<file path="src/rtl/ovl_fire_collector.sv">
// Collects {cover, xcheck, 2state} fire vectors from a bank of OVL checkers: saturating event
// counters, sticky fail mask, first-failure capture and irq/ack. Optional: OVL_FIRE_COLLECTOR_TSTAMP_EN.
module ovl_fire_collector #(
   parameter  int NUM_CHECKERS = 8,
   parameter  int CNT_W        = 16,
   parameter  int TS_W         = 32,
   localparam int ID_W         = (NUM_CHECKERS > 1) ? $clog2(NUM_CHECKERS) : 1
) (
   input  logic                      clock,
   input  logic                      reset,
   input  logic                      enable,
   input  logic [3*NUM_CHECKERS-1:0] fire_bus,
   input  logic                      clear,
   input  logic                      ack,
   output logic                      irq,
   output logic                      first_valid,
   output logic [ID_W-1:0]           first_id,
   output logic [1:0]                first_type,
   output logic [NUM_CHECKERS-1:0]   fail_mask,
   output logic [CNT_W-1:0]          cnt_2state,
   output logic [CNT_W-1:0]          cnt_xcheck,
   output logic [CNT_W-1:0]          cnt_cover,
   output logic [TS_W-1:0]           first_tstamp
);

   localparam int PC_W  = $clog2(NUM_CHECKERS + 1);
   localparam int SUM_W = ((CNT_W > PC_W) ? CNT_W : PC_W) + 1;
   localparam logic [SUM_W-1:0] SAT_MAX = SUM_W'({CNT_W{1'b1}});

   typedef enum logic [1:0] {
      ST_IDLE     = 2'd0,
      ST_CAPTURED = 2'd1,
      ST_ACKED    = 2'd2
   } state_e;

   state_e                  state_q, state_d;
   logic                    irq_q, irq_d;
   logic                    first_valid_q, first_valid_d;
   logic [ID_W-1:0]         first_id_q, first_id_d;
   logic [1:0]              first_type_q, first_type_d;
   logic [NUM_CHECKERS-1:0] fail_mask_q, fail_mask_d;
   logic [CNT_W-1:0]        cnt_2state_q, cnt_2state_d;
   logic [CNT_W-1:0]        cnt_xcheck_q, cnt_xcheck_d;
   logic [CNT_W-1:0]        cnt_cover_q, cnt_cover_d;

   logic [NUM_CHECKERS-1:0] f2, fx, fc, fail_vec;
   logic [ID_W-1:0]         win_id;
   logic [1:0]              win_type;
   logic                    capture_go;

   function automatic logic [PC_W-1:0] popcount(input logic [NUM_CHECKERS-1:0] v);
      logic [PC_W-1:0] n;
      n = '0;
      for (int i = 0; i < NUM_CHECKERS; i++) n = n + PC_W'(v[i]);
      return n;
   endfunction

   function automatic logic [CNT_W-1:0] sat_add(input logic [CNT_W-1:0] a,
                                                input logic [PC_W-1:0]  b);
      logic [SUM_W-1:0] s;
      s = SUM_W'(a) + SUM_W'(b);
      return (s > SAT_MAX) ? {CNT_W{1'b1}} : s[CNT_W-1:0];
   endfunction

   // Only a definite 1 counts as a fire, so an X on the bus never reaches the state.
   always_comb begin
      f2 = '0;
      fx = '0;
      fc = '0;
      for (int i = 0; i < NUM_CHECKERS; i++) begin
         f2[i] = (fire_bus[3*i]   === 1'b1);
         fx[i] = (fire_bus[3*i+1] === 1'b1);
         fc[i] = (fire_bus[3*i+2] === 1'b1);
      end
      fail_vec = f2 | fx;
   end

   // Scanning downwards leaves the lowest failing index as the winner.
   always_comb begin
      win_id   = '0;
      win_type = 2'b00;
      for (int i = NUM_CHECKERS - 1; i >= 0; i--) begin
         if (fail_vec[i]) begin
            win_id   = ID_W'(i);
            win_type = f2[i] ? 2'b01 : 2'b10;
         end
      end
   end

   assign capture_go = !clear && enable && (state_q == ST_IDLE) && (|fail_vec);

   // NOTE: every variable gets its hold value first so no path leaves it unassigned (no latch).
   always_comb begin
      state_d      = state_q;
      first_id_d   = first_id_q;
      first_type_d = first_type_q;
      fail_mask_d  = fail_mask_q;
      cnt_2state_d = cnt_2state_q;
      cnt_xcheck_d = cnt_xcheck_q;
      cnt_cover_d  = cnt_cover_q;

      if (clear) begin
         state_d      = ST_IDLE;
         first_id_d   = '0;
         first_type_d = 2'b00;
         fail_mask_d  = '0;
         cnt_2state_d = '0;
         cnt_xcheck_d = '0;
         cnt_cover_d  = '0;
      end else begin
         if (state_q == ST_CAPTURED && ack) state_d = ST_ACKED;
         if (enable) begin
            cnt_2state_d = sat_add(cnt_2state_q, popcount(f2));
            cnt_xcheck_d = sat_add(cnt_xcheck_q, popcount(fx));
            cnt_cover_d  = sat_add(cnt_cover_q, popcount(fc));
            fail_mask_d  = fail_mask_q | fail_vec;
         end
         if (capture_go) begin
            state_d      = ST_CAPTURED;
            first_id_d   = win_id;
            first_type_d = win_type;
         end
      end

      irq_d         = (state_d == ST_CAPTURED);
      first_valid_d = (state_d != ST_IDLE);
   end

   // NOTE: state registers use non-blocking assignments so all flops update from pre-edge values.
   always_ff @(posedge clock or negedge reset) begin
      if (!reset) begin
         state_q       <= ST_IDLE;
         irq_q         <= 1'b0;
         first_valid_q <= 1'b0;
         first_id_q    <= '0;
         first_type_q  <= 2'b00;
         fail_mask_q   <= '0;
         cnt_2state_q  <= '0;
         cnt_xcheck_q  <= '0;
         cnt_cover_q   <= '0;
      end else begin
         state_q       <= state_d;
         irq_q         <= irq_d;
         first_valid_q <= first_valid_d;
         first_id_q    <= first_id_d;
         first_type_q  <= first_type_d;
         fail_mask_q   <= fail_mask_d;
         cnt_2state_q  <= cnt_2state_d;
         cnt_xcheck_q  <= cnt_xcheck_d;
         cnt_cover_q   <= cnt_cover_d;
      end
   end

`ifdef OVL_FIRE_COLLECTOR_TSTAMP_EN
   logic [TS_W-1:0] ts_cnt_q, ts_cnt_d;
   logic [TS_W-1:0] first_tstamp_q, first_tstamp_d;

   // The cycle counter free-runs, ignoring enable and clear; only reset zeroes it.
   always_comb begin
      ts_cnt_d       = ts_cnt_q + TS_W'(1);
      first_tstamp_d = first_tstamp_q;
      if (clear)           first_tstamp_d = '0;
      else if (capture_go) first_tstamp_d = ts_cnt_q;
   end

   always_ff @(posedge clock or negedge reset) begin
      if (!reset) begin
         ts_cnt_q       <= '0;
         first_tstamp_q <= '0;
      end else begin
         ts_cnt_q       <= ts_cnt_d;
         first_tstamp_q <= first_tstamp_d;
      end
   end

   assign first_tstamp = first_tstamp_q;
`else
   assign first_tstamp = '0;
`endif

   assign irq         = irq_q;
   assign first_valid = first_valid_q;
   assign first_id    = first_id_q;
   assign first_type  = first_type_q;
   assign fail_mask   = fail_mask_q;
   assign cnt_2state  = cnt_2state_q;
   assign cnt_xcheck  = cnt_xcheck_q;
   assign cnt_cover   = cnt_cover_q;

endmodule

</file>
<file path="config.mk">
export PLATFORM = sky130hd
export DESIGN_NAME = ovl_fire_collector
export DESIGN_NICKNAME = d
export VERILOG_FILES = /design/src/rtl/ovl_fire_collector.sv
export SDC_FILE = /design/constraint.sdc
export NUM_CORES = 1
export LEC_CHECK = 0
export ABC_AREA = 1
export BUFFER_PORTS_ARGS = -buffer_cell sky130_fd_sc_hd__buf_2
export CORE_MARGIN = 4
export CORE_UTILIZATION = 45
export CTS_CLUSTER_DIAMETER = 200
export DETAILED_ROUTE_END_ITERATION = 6
export MAX_ROUTING_LAYER = met4
export PLACE_DENSITY = 0.68
export SLEW_MARGIN = 40
export SYNTH_ARGS = -nofsm -noshare
export SYNTH_HDL_FRONTEND = slang
export SYNTH_SLANG_ARGS = --single-unit
</file>
<file path="constraint.sdc">
create_clock -name clock -period 5.1 [get_ports clock]
set_clock_uncertainty 0.1 [all_clocks]
set_input_delay 0.765 -clock clock [delete_from_list [all_inputs] [get_ports clock]]
set_output_delay 0.765 -clock clock [all_outputs]
set_load 0.005 [all_outputs]
</file>
# ---- After elaboration in Yosys (flattened, before gate mapping)
# Cells that the tools add are included.
dict set report op_classes {
  n_reduce_logical 10
  n_lt_le_gt_ge 3
  eq_ne 26
  add_sub_neg 24
  mux 42
  n_bitwise 2
}
# cell n
set op_table {}
lappend op_table {{$mux W16} 9}
lappend op_table {{$add A16 B4 Y17} 3}
lappend op_table {{$gt A17 B16 Y1 const B} 3}
lappend op_table {{$add A4 B1 Y4} 12}
lappend op_table {{$mux W2} 21}
lappend op_table {{$mux W3} 10}
lappend op_table {{$eqx A1 B1 Y1 const B} 24}
lappend op_table {{$mux W8} 2}
lappend op_table {{$or A8 B8 Y8} 2}
lappend op_table {{$add A3 B1 Y4} 3}
lappend op_table {{$add A2 B1 Y3} 3}
lappend op_table {{$reduce_or A8 Y1} 1}
lappend op_table {{$add A1 B1 Y2} 3}
lappend op_table {{$reduce_bool A2 Y1} 3}
lappend op_table {{$eq A2 B1 Y1 const B} 2}
lappend op_table {{$logic_and A1 B1 Y1} 4}
lappend op_table {{$logic_not A2 Y1} 1}
lappend op_table {{$logic_not A1 Y1} 1}
dict set report totals {
  in_bits 29
  regBits 65
}

# ---- Depth between registers and ports, before layout
dict set report logic_depth {
  ltp_word 13
  depth_mapped 16
  depth_no_buf 16
}

# ---- Worst setup path after synthesis
# No wires, ideal clock.
dict set report synth_path {
  path_kind {input to register}
  from {input port fire_bus[2]}
  to {register cnt_cover_q[6], in the netlist cnt_cover[6]}
  arrival_time_ns 3.659
  stages 16
  slack_ns 1.266
  setup_ns 0.075
  cell_sequence {fa_1 inv_1 fa_1 fa_1 fa_1 inv_1 fa_1 nand3_1 nand2_1 nand2_2 nor2_4 nand2_4 buf_6 o21ai_2 nand2_2 o21ai_2}
}
dict set report synth_between {
  elab_chain_cells 13
}
# element line
set synth_lines {}
lappend synth_lines {{start: declaration} 12} ;# input logic [3*NUM_CHECKERS-1:0] fire_bus,
lappend synth_lines {{$eqx A1 B1 Y1 (*)} 73} ;# fc[i] = (fire_bus[3*i+2] === 1'b1);
lappend synth_lines {{$add A1 B1 Y2 (*)} 54} ;# for (int i = 0; i < NUM_CHECKERS; i++) n = n + PC_W'(v[i]);
lappend synth_lines {{$add A2 B1 Y3 (*)} 54}
lappend synth_lines {{$add A3 B1 Y4 (*)} 54}
lappend synth_lines {{$add A4 B1 Y4 (*) (4 in series)} 54}
lappend synth_lines {{$add A16 B4 Y17 (*)} 61} ;# s = SUM_W'(a) + SUM_W'(b);
lappend synth_lines {{$gt A17 B16 Y1} 62} ;# return (s > SAT_MAX) ? {CNT_W{1'b1}} : s[CNT_W-1:0];
lappend synth_lines {{$mux W16 (*)} 62}
lappend synth_lines {{$mux W16 (*)} 112} ;# if (enable) begin
lappend synth_lines {{$mux W16 (*)} 102} ;# if (clear) begin
lappend synth_lines {{end signal: assignment} 150} ;# cnt_cover_q <= cnt_cover_d;
lappend synth_lines {{end: declaration} 44} ;# logic [CNT_W-1:0] cnt_cover_q, cnt_cover_d;
# Mark *: on every way between the ends. The rest lies on a longest branch, timed or not. The select of a mux whose other input is x is not followed.
# A chain may end at the register's enable or synchronous reset.

# ---- Final worst setup path
dict set report layout_path {
  from {input port fire_bus[1]}
  to {register cnt_xcheck_q[15], in the netlist cnt_xcheck[15]}
}
dict set report layout_between {
  elab_chain_cells 13
}
# element line
set layout_lines {}
lappend layout_lines {{$eqx A1 B1 Y1 (*)} 72} ;# fx[i] = (fire_bus[3*i+1] === 1'b1);
lappend layout_lines {{$add A1 B1 Y2 (*)} 54}
lappend layout_lines {{$add A2 B1 Y3 (*)} 54}
lappend layout_lines {{$add A3 B1 Y4 (*)} 54}
lappend layout_lines {{$add A4 B1 Y4 (*) (4 in series)} 54}
lappend layout_lines {{$add A16 B4 Y17 (*)} 61}
lappend layout_lines {{$gt A17 B16 Y1} 62}
lappend layout_lines {{$mux W16 (*)} 62}
lappend layout_lines {{$mux W16 (*)} 112}
lappend layout_lines {{$mux W16 (*)} 102}
lappend layout_lines {{end signal: assignment} 149} ;# cnt_xcheck_q <= cnt_xcheck_d;
lappend layout_lines {{end: declaration} 43} ;# logic [CNT_W-1:0] cnt_xcheck_q, cnt_xcheck_d;
# Marks and branches as above.

==> qor.yml <==
cts_buffers: 9
netlist-cell-type-count: 39
fin_crit_ps: 3910
cts_root_buffer: "clkbuf_8"
dr.pass1.iters: 5
clk_latency_ps: 350
die_area_um2: 12400
cts_hold_buf: 0
start_util: 0.464
drive_above_1_share: 0.187
die_w_um: 111
final_hold_viol_count: 0
setup.worst_path.start: "fire_bus[1]"
overflow: 0
max_cap_violations: 0
ioPinCount: 124
total_power_w: 0.00176
ys_warn_count: 0
rows: 37
worstSetupEndpointType: "flip-flop"
die_h_um: 111
wirelength_mm: 12.1
antenna_left: 0
clk_path_buf_depth: 2
cp_data_required_time_ps: 5270
postSynthAreaPerCell_um2: 7.39
postCtsSetupRepairBufs: 0
drtIter0Drc: 240
syn_area_um2: 4810
cts_sinks: 65
fin_cells: 883
fin_crit_sh: 0.768
num_vias: 4392
n_fill_cell: 1020
path_max_fanout: 13
antenna_found_initial: 0
ctsHtreeMaxLevel: 3
dp_cells: 867
drc: 0
utilization: 0.528
fin_nets: 804
hpwlAfterDp_mm: 8.99
synth_top_area_share: 0.338
outcome: "completed"
seq_area_frac_synth: 0.338
ys_ff_latch: 65
rsz0062_at_grt: "no"
place.gp.congestion: 0.966
finalSetupViolations: 0
worst_slew_pin_slew_ps: 767
relSlewSlack: 0.488
critPathKind: "in -> reg"
grt_pass1_vias: 4278
hold_slack_ps: 259
finalSetupTns_ps: 0
irDropWorstVdd_uv: 204
cts_tree: "yes"
routedWlPerCell_um: 13.7
numPortBuffers: 91
grt_pass1_wl_mm: 20.1
critPathLaunchType: "primary input"
area_growth_pct: 13.8
pwr_density_cell_nw_per_um2: 322
cts_resized: 0
p_leak_nw: 3.12
clk_pin_slew_ps: 80
maxSlewViolCount: 0
grt_max_degree: 46
netlist_instances: 651
crit_arrival_ps: 4090
hold_path.class: "in -> async"
coreArea_um2: 10400
via_per_inst: 4.97
diodes: 0
fmax_mhz: 255
track_usage: 0.202
yosysTopAreaCell: "dfrtp_1"
worstReg2RegStart: "cnt_xcheck[0]$_DFFE_PN0P_"
synth_area_leaders: "dfrtp_1, nand2_1, fa_1"
## cells in the mapped netlist, drive strengths merged
| cell type | instances |
|---|---|
| a21boi | 2 |
| a21o | 1 |
| a21oi | 25 |
| a31oi | 1 |
| buf | 40 |
| clkbuf | 4 |
| conb | 1 |
| dfrtp | 65 |
| fa | 15 |
| ha | 18 |
| inv | 82 |
| nand2 | 213 |
| nand3 | 48 |
| nand3b | 2 |
| nand4 | 11 |
| nor2 | 42 |
| nor3 | 8 |
| nor3b | 1 |
| o2111ai | 1 |
| o211ai | 1 |
| o21ai | 49 |
| o21bai | 2 |
| o31ai | 2 |
| or2 | 3 |
| xnor2 | 4 |
| xor2 | 10 |
## metrics by stage
stage	setup slack [ps]	instance area [um^2]
after CTS	1200	5480
after global routing	978	5480
final	1190	5480
after floorplan	1270	4930
after detailed placement	836	5250
after global placement	917	5250
## logic make-up (layout without fill, tap and decap cells)
kind of cell               Yosys count  after routing  synth area share
and+or+nand+nor                    328            328             0.298
buffers and inverters              126            191             0.130
AOI/OAI and AO/OA                   84             84            0.0988
DFF                                 65             65             0.338
adders and majority gates           33             33             0.109
xor gates and xnor gates            14             14            0.0255
other                                1             32          0.000779
## layout by cell type, fill, tap and decap left out, drive strengths merged, types with 3 or more instances in the layout
master,netlist,layout
a21oi,25,25
buf,40,93
clkbuf,4,14
conb,1,32
dfrtp,65,65
fa,15,15
ha,18,18
inv,82,82
nand2,213,213
nand3,48,48
nand4,11,11
nor2,42,42
nor3,8,8
o21ai,49,49
or2,3,3
xnor2,4,4
xor2,10,10
## worst max-delay path, cell delays in order
cell,delay [ps]
buf_2,140
fa_1,530
inv_1,50
fa_1,490
fa_1,430
fa_1,380
inv_1,100
fa_1,200
nand2_1,80
nand2_1,80
o21ai_2,110
nor2_4,160
nand3_2,270
nand3_1,180
nand2_1,50
o21ai_0,90
## routing by layer
| layer | wire [um] | up-vias | global-route usage |
|---|---|---|---|
| li1 | - | 2185 | - |
| met1 | 5290 | 2033 | 0.260 |
| met2 | 5840 | 150 | 0.318 |
| met3 | 713 | 24 | 0.0353 |
| met4 | 219 | 0 | 0.0770 |
| met5 | 0 | - | - |
## final timing paths
| path | depth (start not counted) | to | slack, ps |
|---|---|---|---|
| worst max-delay path | 16 | cnt_xcheck[15]$_DFFE_PN0P_ | 1190 |
| worst min-delay path | 1 | cnt_cover[0]$_DFFE_PN0P_ | 260 |
| worst max register to register | 15 | cnt_xcheck[15]$_DFFE_PN0P_ | 1360 |
| worst min register to register | 2 | first_type[0]$_DFFE_PN0P_ | 390 |
| max in group asynchronous | 2 | cnt_cover[7]$_DFFE_PN0P_ | 3830 |
| min in group clock | 2 | first_type[0]$_DFFE_PN0P_ | 390 |
## area by class of cell
cell class,count,area (um^2),share of cell area
clock buffers,14,163,0.0297
clock inverters,2,60.1,0.0110
inverters,82,308,0.0562
multi-input cells,491,2680,0.489
flip-flops and latches,65,1630,0.297
well taps,136,170,0.0311
repair buffers,93,473,0.0863
## registers in the layout (all words and copies together), names as in the netlist
name,flops
first_id,3
irq,1
first_valid,1
first_type,2
cnt_xcheck,16
cnt_2state,16
cnt_cover,16
state_q,2
fail_mask,8
## report_power, final
part / internal, W / switching (W) / leakage, nW
clock: 0.000303 / 0.000207 / 0.111
combinational: 0.000270 / 0.000369 / 2.12
sequential: 0.000566 / 0.0000473 / 0.888
total: 0.00114 / 0.000624 / 3.12
(Power assumes the default switching activity.)
